### config.mk
export PLATFORM = sky130hd
export DESIGN_NAME = pd_word_serializer
export DESIGN_NICKNAME = d
export VERILOG_FILES = /design/src/rtl/pd_pkg.sv /design/src/rtl/pd_word_serializer.sv
export SDC_FILE = /design/constraint.sdc
export NUM_CORES = 1
export LEC_CHECK = 0
export CAP_MARGIN = 15
export CORE_MARGIN = 3
export CORE_UTILIZATION = 56
export DETAILED_ROUTE_END_ITERATION = 6
export PLACE_DENSITY = 0.84
export SLEW_MARGIN = 20
export SYNTH_ARGS = -nofsm -noshare
export SYNTH_HDL_FRONTEND = slang
export SYNTH_SLANG_ARGS = --single-unit
### constraint.sdc
create_clock -name clk_i -period 2.3 [get_ports clk_i]
set_input_delay 0.23 -clock clk_i [delete_from_list [all_inputs] [get_ports clk_i]]
set_output_delay 0.23 -clock clk_i [all_outputs]
set_load 0.03 [all_outputs]
### src/rtl/pd_pkg.sv
// Shared definitions for the pattern-detector path.
// Symbols, serializer FSM encoding and detector one-hot states.
package pd_pkg;

  localparam logic B = 1'b0;
  localparam logic C = 1'b1;

  typedef enum logic {
    S_IDLE  = 1'b0,
    S_SHIFT = 1'b1
  } ser_state_e;

  localparam logic [4:0] DET_S0 = 5'b00001;
  localparam logic [4:0] DET_S1 = 5'b00010;
  localparam logic [4:0] DET_S2 = 5'b00100;
  localparam logic [4:0] DET_S3 = 5'b01000;
  localparam logic [4:0] DET_S4 = 5'b10000;

endpackage

### src/rtl/pd_word_serializer.sv
// Word-to-bit serializer feeding the pattern detector.
// One-entry holding register keeps consecutive words gap-free.
module pd_word_serializer
  import pd_pkg::*;
#(
  parameter int WIDTH     = 8,
  parameter bit MSB_FIRST = 1'b1
) (
  input  logic             clk_i,
  input  logic             rst_i,
  input  logic             wr_valid_i,
  input  logic [WIDTH-1:0] wr_data_i,
  output logic             wr_ready_o,
  input  logic             en_i,
  output logic             valid_o,
  output logic             data_o,
  output logic             busy_o
);

  localparam int CW = $clog2(WIDTH + 1);
  localparam logic [CW-1:0] CNT_FULL = CW'(WIDTH);
  localparam logic [CW-1:0] CNT_ONE  = CW'(1);

  ser_state_e       state_q, state_d;
  logic [WIDTH-1:0] hold_q, hold_d;
  logic [WIDTH-1:0] shift_q, shift_d;
  logic [CW-1:0]    cnt_q, cnt_d;
  logic             hold_full_q, hold_full_d;
  logic             valid_q, valid_d;
  logic             data_q, data_d;
  logic             accept;
  logic             next_bit;

  assign accept   = wr_valid_i & ~hold_full_q;
  assign next_bit = MSB_FIRST ? shift_q[WIDTH-1] : shift_q[0];

  always_comb begin
    state_d     = state_q;
    hold_d      = hold_q;
    hold_full_d = hold_full_q;
    shift_d     = shift_q;
    cnt_d       = cnt_q;
    valid_d     = 1'b0;
    data_d      = data_q;
    // accept needs an empty hold, drain needs a full one
    if (accept) begin
      hold_d      = wr_data_i;
      hold_full_d = 1'b1;
    end
    if (en_i) begin
      unique case (state_q)
        S_IDLE: begin
          if (hold_full_q) begin
            shift_d     = hold_q;
            cnt_d       = CNT_FULL;
            hold_full_d = 1'b0;
            state_d     = S_SHIFT;
          end
        end
        S_SHIFT: begin
          valid_d = 1'b1;
          data_d  = next_bit;
          shift_d = MSB_FIRST ? (shift_q << 1) : (shift_q >> 1);
          cnt_d   = cnt_q - CNT_ONE;
          if (cnt_q == CNT_ONE) begin
            if (hold_full_q) begin
              shift_d     = hold_q;
              cnt_d       = CNT_FULL;
              hold_full_d = 1'b0;
            end else begin
              state_d = S_IDLE;
            end
          end
        end
        default: state_d = S_IDLE;
      endcase
    end
  end

  always_ff @(posedge clk_i or negedge rst_i) begin
    if (!rst_i) begin
      state_q     <= S_IDLE;
      hold_q      <= '0;
      hold_full_q <= 1'b0;
      shift_q     <= '0;
      cnt_q       <= '0;
      valid_q     <= 1'b0;
      data_q      <= B;
    end else begin
      state_q     <= state_d;
      hold_q      <= hold_d;
      hold_full_q <= hold_full_d;
      shift_q     <= shift_d;
      cnt_q       <= cnt_d;
      valid_q     <= valid_d;
      data_q      <= data_d;
    end
  end

  assign wr_ready_o = ~hold_full_q;
  assign valid_o    = valid_q;
  assign data_o     = data_q;
  assign busy_o     = hold_full_q | (state_q == S_SHIFT);

endmodule
### Yosys cells after proc, flatten, opt, wreduce, memory -nomap -nowiden

Index checks and enable logic that the tools add are counted.

| operators by class | value |
|---|---|
| equality and inequality tests | 2 |
| mux-type cells | 18 |
| $add $sub $neg | 1 |
| reduce and logical (&&, ||, !) cells | 2 |
| bitwise gates (word level) | 4 |

Operator list:

| kind | count |
|---|---|
| 8-bit two-way mux | 3 |
| 8-bit one-hot mux with 2 select lines | 1 |
| 4-bit two-way mux | 3 |
| 1-bit two-way mux | 8 |
| 4-bit one-hot mux with 2 select lines | 1 |
| 4-bit by 1-bit equality test with 1-bit output, second input constant | 1 |
| 1-bit one-hot mux with 2 select lines | 2 |
| 2-bit AND reduction | 2 |
| 4-bit by 1-bit subtractor with 4-bit output, second input constant | 1 |
| 2-bit inequality test, second input constant | 1 |
| 1-bit NOT | 2 |
| 1-bit AND | 1 |
| 1-bit OR | 1 |

| word-level totals | value |
|---|---|
| logic and storage cells | 34 |
| output and inout port bits | 4 |
| register bits after elaboration | 24 |

### Longest topological paths before layout

Gate-level depths: netlist of run 1.

| depth | value |
|---|---|
| depth in word-level cells | 7 |
| depth in mapped cells | 7 |
| depth with buffers taken out | 5 |

### Worst setup path before layout of run 1

Ideal clock, no wire load.

| path | value |
|---|---|
| kind | register to register |
| start point | register cnt_q[1] |
| end point | register cnt_q[1] |
| slack | 0.873 ns |
| arrival time | 1.306 ns |
| required time | 2.179 ns |
| path buffers | 2 |
| setup time | 0.121 ns |
| stages on the path, launching flop included | 8 |
| path through | dfrtp_1 inv_1 ha_1 nand4bb_1 buf_2 and2_4 buf_6 a22o_1 |

| on the way | value |
|---|---|
| word-level cells in the longest chain between the ends | 4 |
| elaborated cells between the ends (all ways) | 5 |
| classes of those cells | add/sub (1); eq/ne (1); mux (3) |

RTL lines:

| item | line | source |
|---|---|---|
| start, declared | pd_word_serializer.sv:27 | `logic [CW-1:0] cnt_q, cnt_d;` |
| start signal, assigned | pd_word_serializer.sv:94 | `cnt_q <= cnt_d;` |
| 4-bit by 1-bit subtractor with 4-bit output | pd_word_serializer.sv:64 | `cnt_d = cnt_q - CNT_ONE;` |
| 4-bit two-way mux | pd_word_serializer.sv:66 | `if (hold_full_q) begin` |
| 4-bit two-way mux * | pd_word_serializer.sv:65 | `if (cnt_q == CNT_ONE) begin` |
| 4-bit one-hot mux with 2 select lines * | pd_word_serializer.sv:51 | `unique case (state_q)` |

Every way passes the cells marked *; elsewhere a longest branch is shown, timed or not.
A chain may end at the register's enable or synchronous reset.

### Worst setup path after layout of run 1

| path | value |
|---|---|
| start point | register state_q |
| end point | output busy_o |

| on the way | value |
|---|---|
| word-level cells in the longest chain between the ends | 1 |

RTL lines:

| item | line | source |
|---|---|---|
| start, declared | pd_word_serializer.sv:24 | `ser_state_e state_q, state_d;` |
| start signal, assigned | pd_word_serializer.sv:90 | `state_q <= state_d;` |
| 1-bit OR | pd_word_serializer.sv:103 | `assign busy_o = hold_full_q \| (state_q == S_SHIFT);` |
| end, declared | pd_word_serializer.sv:17 | `output logic busy_o` |

No other way between the ends.

==> impl_results.rst, run 1 <==
.. list-table::
   :header-rows: 1

   * - Metric
     - Value
   * - Transition time at the pin with the least slew margin
     - approximately 0.47 ns
   * - Post-route DRC
     - 0
   * - Net count reported at finish
     - around 130
   * - Max-capacitance violation count
     - 0
   * - Final-report setup violation count
     - 0
   * - Timing-limited maximum frequency
     - roughly 0.49 GHz
   * - Post-synthesis average cell area
     - approximately 11 µm²
   * - Drt first pass iters
     - 4
   * - Area after DPL
     - 1274 µm²
   * - Cell accounting for the most synthesized area
     - sky130_fd_sc_hd__dfrtp_1
   * - Per-cell routed wire length
     - 15.20 µm
   * - Outcome
     - complete, no violations
   * - Clock transition at the registers of the reported paths
     - ~0.12 ns
   * - Critical path buffer and inverter count
     - 1
   * - Clock Latency Late Sink
     - 0.30 ns
   * - Total number of H-tree levels
     - 1
   * - Total number of vias
     - approximately 820
   * - Worst-path cell chain
     - or2_2 > clkdlybuf4s50_1
   * - Die ar.
     - roughly 2600 µm²
   * - Unique masters post-synth
     - 27
   * - Standard-cell rows
     - 15
   * - Wire length on met3
     - 96 µm
   * - Class of the worst hold path
     - in -> async
   * - Total CTS buffers
     - 3
   * - Number of buffers on the longest clock path
     - 2
   * - Slowest cell on crit path
     - sky130_fd_sc_hd__clkdlybuf4s50_1
   * - Total routed wire length on the met1 layer
     - 902 µm
   * - Clk_skew
     - between 0.0015 and 0.002 ns
   * - Power after layout
     - between 1 and 1.5 mW
   * - Power per Cell Area
     - approximately 1100 nW/µm²
   * - Number of nets produced by synthesis
     - 118
   * - Via density
     - 5.782
   * - Total Neg Setup Slack
     - 0 ns
   * - Clock root buffer
     - sky130_fd_sc_hd__clkbuf_4
   * - Sequential area share after synthesis
     - around 54%
   * - Sum of net half-perimeters after detailed placement
     - ~1.5 mm
   * - Crit share post-route
     - roughly nine tenths
   * - Crit path time final
     - about 2.0 ns
   * - Post-route setup slack
     - between 0.2 and 0.3 ns
   * - Synthesis-to-layout area growth
     - 16.27%
   * - Crit path arrival time
     - about 1.8 ns
   * - Met2 Routed Length
     - around 1.1 mm
   * - Placer Congestion
     - about 0.79
   * - Number of flip-flops and latches in the synthesized netlist
     - 24
   * - Peak fanout along the critical path
     - 17
   * - Die Ht
     - around 51 µm
   * - WHS
     - around 0.27 ns
   * - Placed cell count
     - approximately 140
   * - Vias in the first global route
     - about 880
   * - Number of cells upsized or downsized after cts
     - 0
   * - Count of pins on the block boundary
     - 16
   * - Post-detailed-route count of antenna-violating nets
     - 0
   * - Maximum number of pins on one net before global-route repair
     - 25
   * - Top cell type's share of synthesized area
     - 53.87%
   * - Worst path required time
     - slightly above 2 ns
   * - Count of hold-fix buffers inserted at cts
     - 0
   * - Most common cell after layout, fill and taps aside
     - sky130_fd_sc_hd__dfrtp_1
   * - Core Util, Final
     - 71.94%
   * - Max-slew violation count
     - 0
   * - IO buf count
     - 15
   * - Stage delay of the slowest cell on the critical path
     - 0.59 ns
   * - Horiz. Die Dim
     - 50.62 µm
   * - Hold Vio Cnt, Final
     - 0
   * - Count of mapped cells out of synthesis
     - between 100 and 150
   * - Starting density of the core
     - slightly above 60%
   * - Crit path kind
     - reg -> out
   * - Setup fix buffers added after clock tree synthesis
     - 0
   * - Post-synth design cell area
     - ~1100 µm²
   * - Critical Path Sink Type
     - output port
   * - Global-route wire length before repair
     - between 3 and 4 mm
   * - Total routed wirelength
     - 2.158 mm
   * - Post-route standard cell area excluding fillers
     - roughly 1300 µm²
   * - Worst vdd rail ir drop
     - between 0.6 and 0.7 mV
   * - Starting DRC count in detailed routing
     - 17
   * - Initial antenna violation count
     - 0
   * - Leak
     - about 0.55 nW
   * - Leading cell types in the layout, fill and taps excluded
     - sky130_fd_sc_hd__dfrtp_1, sky130_fd_sc_hd__nand2_1, sky130_fd_sc_hd__clkdlybuf4s50_1
   * - Uppermost layer routed
     - met4
   * - Inserted Diodes
     - 0
   * - CTS sink cnt
     - 24
   * - Setup repair after global routing missed its margin
     - false
   * - Number of standard cells in the layout, taps in and fillers out
     - about 140
   * - Area of the core region
     - about 1800 µm²
   * - YS warnings
     - 0
   * - Crit-path leading delay family
     - buffers and inverters
   * - Gr usage total
     - about a fifth
   * - Startpoint types
     - flop
   * - Total gr overflow
     - 0
   * - Relative slew slack
     - 68.62%
   * - TritonCTS clock tree
     - done
   * - Biggest area contributors in the synthesized netlist
     - sky130_fd_sc_hd__dfrtp_1, sky130_fd_sc_hd__mux2_2, sky130_fd_sc_hd__nand2_1
   * - Layout cell share with drive strength beyond 1
     - 15.38%
   * - Worst-case setup slack after placement
     - around 0.57 ns
sequential cells by signal (all words and copies together), names as in the netlist:
signal       flops
cnt_q            4
data_o           1
hold_full_q      1
hold_q           8
shift_q          8
state_q          1
valid_o          1
Yosys cell counts (all sizes together):
library cell and instances:
mux2i 1, nand2 17, a21oi 2, a22o 2
inv 3, mux2 9, nand4 8, o21ai 2
a31oi 1, nand4bb 1, a21bo 1, nor2 5
o21a 1, nor2b 2, dfrtp 24, or2 1
clkbuf 3, o211ai 8, and2 2, buf 5
nand3 2, nand3b 1, nor3 1, ha 2
cell families (layout without fill, tap and decap cells):
group                    after synthesis  after routing  share of synthesized area [%]
AO/OA/AOI/OAI                         17             17                          10.89
adder cells (fa/ha/maj)                2              2                          2.244
buffers and inverters                 11             24                          5.050
multiplexers                          10             10                          9.989
AND/OR/NAND/NOR                       40             40                          17.96
flip-flops                            24             24                          53.87
final timing paths:
path | slack [ns] | endpoint | cells past startpoint | startpoint
worst max-delay path | 0.26 | busy_o | 2 | state_q
worst min-delay path | 0.27 | hold_full_q | 2 | rst_i
worst max register to register | 0.63 | cnt_q[1] | 5 | cnt_q[1]
worst min register to register | 0.52 | shift_q[2] | 2 | shift_q[2]
max in group asynchronous | 1.80 | data_o | 2 | rst_i
min in group clk_i | 0.51 | hold_full_q | 3 | wr_valid_i
metal layers:
layer  track usage, %  vias to the layer above
met4            9.865                        0
met5                0                        -
met3            4.154                        6
met2            35.43                       26
met1            24.56                      397
li1                 -                      392
cell type report:
cell class / count / area [µm²]
fill: 137 / 505.5
sequential: 24 / 600.6
tap: 25 / 31.28
inverter: 3 / 11.26
clock buffer: 3 / 22.52
timing repair buffer: 18 / 172.7
multi-input combinational: 69 / 457.9
where the power goes:
| group | internal [mW] | switching, mW | leakage [nW] | total, mW |
|---|---|---|---|---|
| clock | 0.0611 | 0.115 | 0.0138 | 0.176 |
| combinational | 0.289 | 0.269 | 0.242 | 0.557 |
| sequential | 0.604 | 0.152 | 0.292 | 0.756 |
| total | 0.954 | 0.535 | 0.548 | 1.49 |
Power figures use the tool's default switching activity.
==> run 2, diff against run 1 <==
--- a/config.mk
+++ b/config.mk
@@ -9,6 +9,7 @@
 export CORE_MARGIN = 3
 export CORE_UTILIZATION = 56
 export DETAILED_ROUTE_END_ITERATION = 6
+export GPL_ROUTABILITY_DRIVEN = 0
 export PLACE_DENSITY = 0.84
 export SLEW_MARGIN = 20
 export SYNTH_ARGS = -nofsm -noshare
==> results of run 2 <==
Same layout as run 1: the final DEF is identical, and so are final timing and power.
==> run 3, diff against run 2 <==
--- a/config.mk
+++ b/config.mk
@@ -7,10 +7,11 @@
 export LEC_CHECK = 0
 export CAP_MARGIN = 15
 export CORE_MARGIN = 3
-export CORE_UTILIZATION = 56
+export CORE_UTILIZATION = 50
 export DETAILED_ROUTE_END_ITERATION = 6
 export GPL_ROUTABILITY_DRIVEN = 0
-export PLACE_DENSITY = 0.84
+export MAX_ROUTING_LAYER = met4
+export PLACE_DENSITY = 0.76
 export SLEW_MARGIN = 20
 export SYNTH_ARGS = -nofsm -noshare
 export SYNTH_HDL_FRONTEND = slang
==> run 3 against run 2 <==
Against the previous run: design area grew 2.5%; setup slack worse by 0.038 ns; first-iteration DRC count fell by 47%; critical path type unchanged; clock skew about the same; worst hold slack lost 0.023 ns; largest power group unchanged; critical path depth stayed put; die area rose by 11%; wire length is 7.5% lower; sequential share of layout area shrank 1.1 points; global-route usage is 1.9 points lower.
==> impl_results.rst, run 3 (synthesis gave the netlist of run 1 again) <==
.. list-table::
   :header-rows: 1

   * - Metric
     - Value
   * - Outcome
     - complete, no violations
   * - Biggest regs
     - hold_q x8, shift_q x8, cnt_q x4
   * - Final-report setup violation count
     - 0
   * - Crit path time final
     - 2.081 ns
   * - Gr usage total
     - a little under a fifth
   * - Max-slew violation count
     - 0
   * - Total number of vias
     - ~800
   * - IO buf count
     - 15
   * - Clock transition at the registers of the reported paths
     - 0.13 ns
   * - Fillers
     - ~180
   * - Net count reported at finish
     - ~130
   * - Initial antenna violation count
     - 0
   * - Post-route DRC
     - 0
   * - Transition time at the pin with the least slew margin
     - about 0.54 ns
   * - Total gr overflow
     - 0
   * - Count of hold-fix buffers inserted at cts
     - 0
   * - Number of cells upsized or downsized after cts
     - 0
   * - TritonCTS clock tree
     - done
   * - Die Ht
     - approximately 53 µm
   * - Horiz. Die Dim
     - ~53 µm
   * - Slowest cell on crit path
     - sky130_fd_sc_hd__dfrtp_1
   * - Via density
     - approximately 5.5
   * - Total Neg Setup Slack
     - 0 ns
   * - Starting density of the core
     - between 50% and 60%
   * - Post-route setup slack
     - between 0.2 and 0.25 ns
   * - Max-capacitance violation count
     - 0
   * - Total CTS buffers
     - 3
   * - CTS sink cnt
     - 24
   * - Relative slew slack
     - a little under two thirds
   * - Standard-cell rows
     - 16
   * - Area after DPL
     - approximately 1300 µm²
   * - Drt first pass iters
     - 4
   * - Crit path arrival time
     - approximately 1.9 ns
   * - Worst vdd rail ir drop
     - 0.7261 mV
   * - Synthesis-to-layout area growth
     - 19.19%
   * - Power per Cell Area
     - about 1200 nW/µm²
   * - Vias in the first global route
     - 798
   * - Depth of the worst register-to-register path
     - 5
   * - Stage delay of the slowest cell on the critical path
     - 0.59 ns
   * - Hold Vio Cnt, Final
     - 0
   * - Post-detailed-route count of antenna-violating nets
     - 0
   * - Launch point of the worst reg-to-reg path
     - cnt_q[1]
   * - Global-route wire length before repair
     - approximately 3.7 mm
   * - Total routed wirelength
     - between 1.5 and 2 mm
   * - Class of the worst hold path
     - in -> async
   * - Die ar.
     - 2832 µm²
   * - Sum of net half-perimeters after detailed placement
     - between 1 and 1.5 mm
   * - Leading cell types in the layout, fill and taps excluded
     - sky130_fd_sc_hd__dfrtp_1, sky130_fd_sc_hd__nand2_1, sky130_fd_sc_hd__clkdlybuf4s50_1
   * - Worst path required time
     - slightly above 2 ns
   * - Setup fix buffers added after clock tree synthesis
     - 0
   * - Number of buffers on the longest clock path
     - 2
   * - Starting DRC count in detailed routing
     - 9
   * - Crit path kind
     - reg -> out
   * - Peak fanout along the critical path
     - 17
   * - Most common cell after layout, fill and taps aside
     - sky130_fd_sc_hd__dfrtp_1
   * - Total number of H-tree levels
     - 1
   * - Critical register-to-register path endpoint
     - cnt_q[1]
   * - Leak
     - 0.5619 nW
   * - Maximum number of pins on one net before global-route repair
     - 25
   * - Clock Latency Late Sink
     - approximately 0.32 ns
   * - Timing-limited maximum frequency
     - just under 0.5 GHz
   * - Crit share post-route
     - between 90% and 100%
   * - Clock root buffer
     - sky130_fd_sc_hd__clkbuf_4
   * - Worst-path cell chain
     - or2_2 > clkdlybuf4s50_1
   * - Critical Path Sink Type
     - output port
   * - Clk_skew
     - 0.001325 ns
   * - Setup repair after global routing missed its margin
     - false
   * - Count of pins on the block boundary
     - 16
   * - Worst-case setup slack after placement
     - 0.5131 ns
   * - Inserted Diodes
     - 0
   * - Layout cell share with drive strength beyond 1
     - 16.10%
   * - Per-cell routed wire length
     - 13.77 µm
   * - Flop-to-flop setup slack
     - roughly 0.58 ns
   * - Post-route standard cell area excluding fillers
     - approximately 1300 µm²
   * - Startpoint types
     - flop
   * - Area of the core region
     - between 2000 and 2500 µm²
==> run 3: changes by cell type in the layout (fill, tap and decap cells not counted), sizes merged <==
cell	change
bufinv	+1
==> run 3: how the worst max path moves through the flow <==
stage               startpoint         end  slack [ns]
floorplan             cnt_q[1]    cnt_q[1]        0.87
global placement          en_i  shift_q[1]        0.56
detailed placement        en_i  shift_q[6]        0.51
CTS                    state_q      busy_o        0.22
global route           state_q      busy_o        0.13
finish                 state_q      busy_o        0.22
==> run 3: cell type report <==
cell class                      instances  area [µm²]  share of cell area (%)
Inverter                                3       11.26                  0.8475
Tap cell                               27       33.78                   2.542
Clock buffer                            3       22.52                   1.695
Multi-Input combinational cell         69       457.9                   34.46
Sequential cell                        24       600.6                   45.20
Clock inverter                          1       30.03                   2.260
Timing Repair Buffer                   18       172.7                   12.99
==> run 3: critical path: cells and delay by family, from the launching register on <==
kind | cells | cell delay, ns
DFF | 1 | 0.59
and+or+nand+nor | 1 | 0.35
buffers and inverters | 1 | 0.59
==> run 3: per-stage QoR <==
stage / hold slack [ns] / util (%) / std cells / power, mW
floorplan: -0.06559 / - / 104 / 1.178
global placement: 0.4707 / 62.50 / 141 / 1.284
detailed placement: 0.4733 / 62.50 / 141 / 1.313
CTS: 0.2454 / 65.07 / 145 / 1.623
global route: 0.2571 / 65.07 / 145 / 1.738
finish: 0.2459 / 65.07 / 145 / 1.603
==> run 3: per-layer routing <==
layer  up-vias  routed length, µm  GRT usage (%)
met5         -                  0              -
met4         0                 47          10.21
met3         4                 83          3.380
met2        16                990          29.59
met1       387                875          22.48
li1        390                  -              -
==> run 3: power by group <==
part	internal, mW	leakage (nW)	total (mW)	switching, mW
Combinational	0.288	0.242	0.547	0.258
Clock	0.176	0.0279	0.306	0.130
Sequential	0.604	0.292	0.750	0.146
Total	1.07	0.562	1.60	0.534
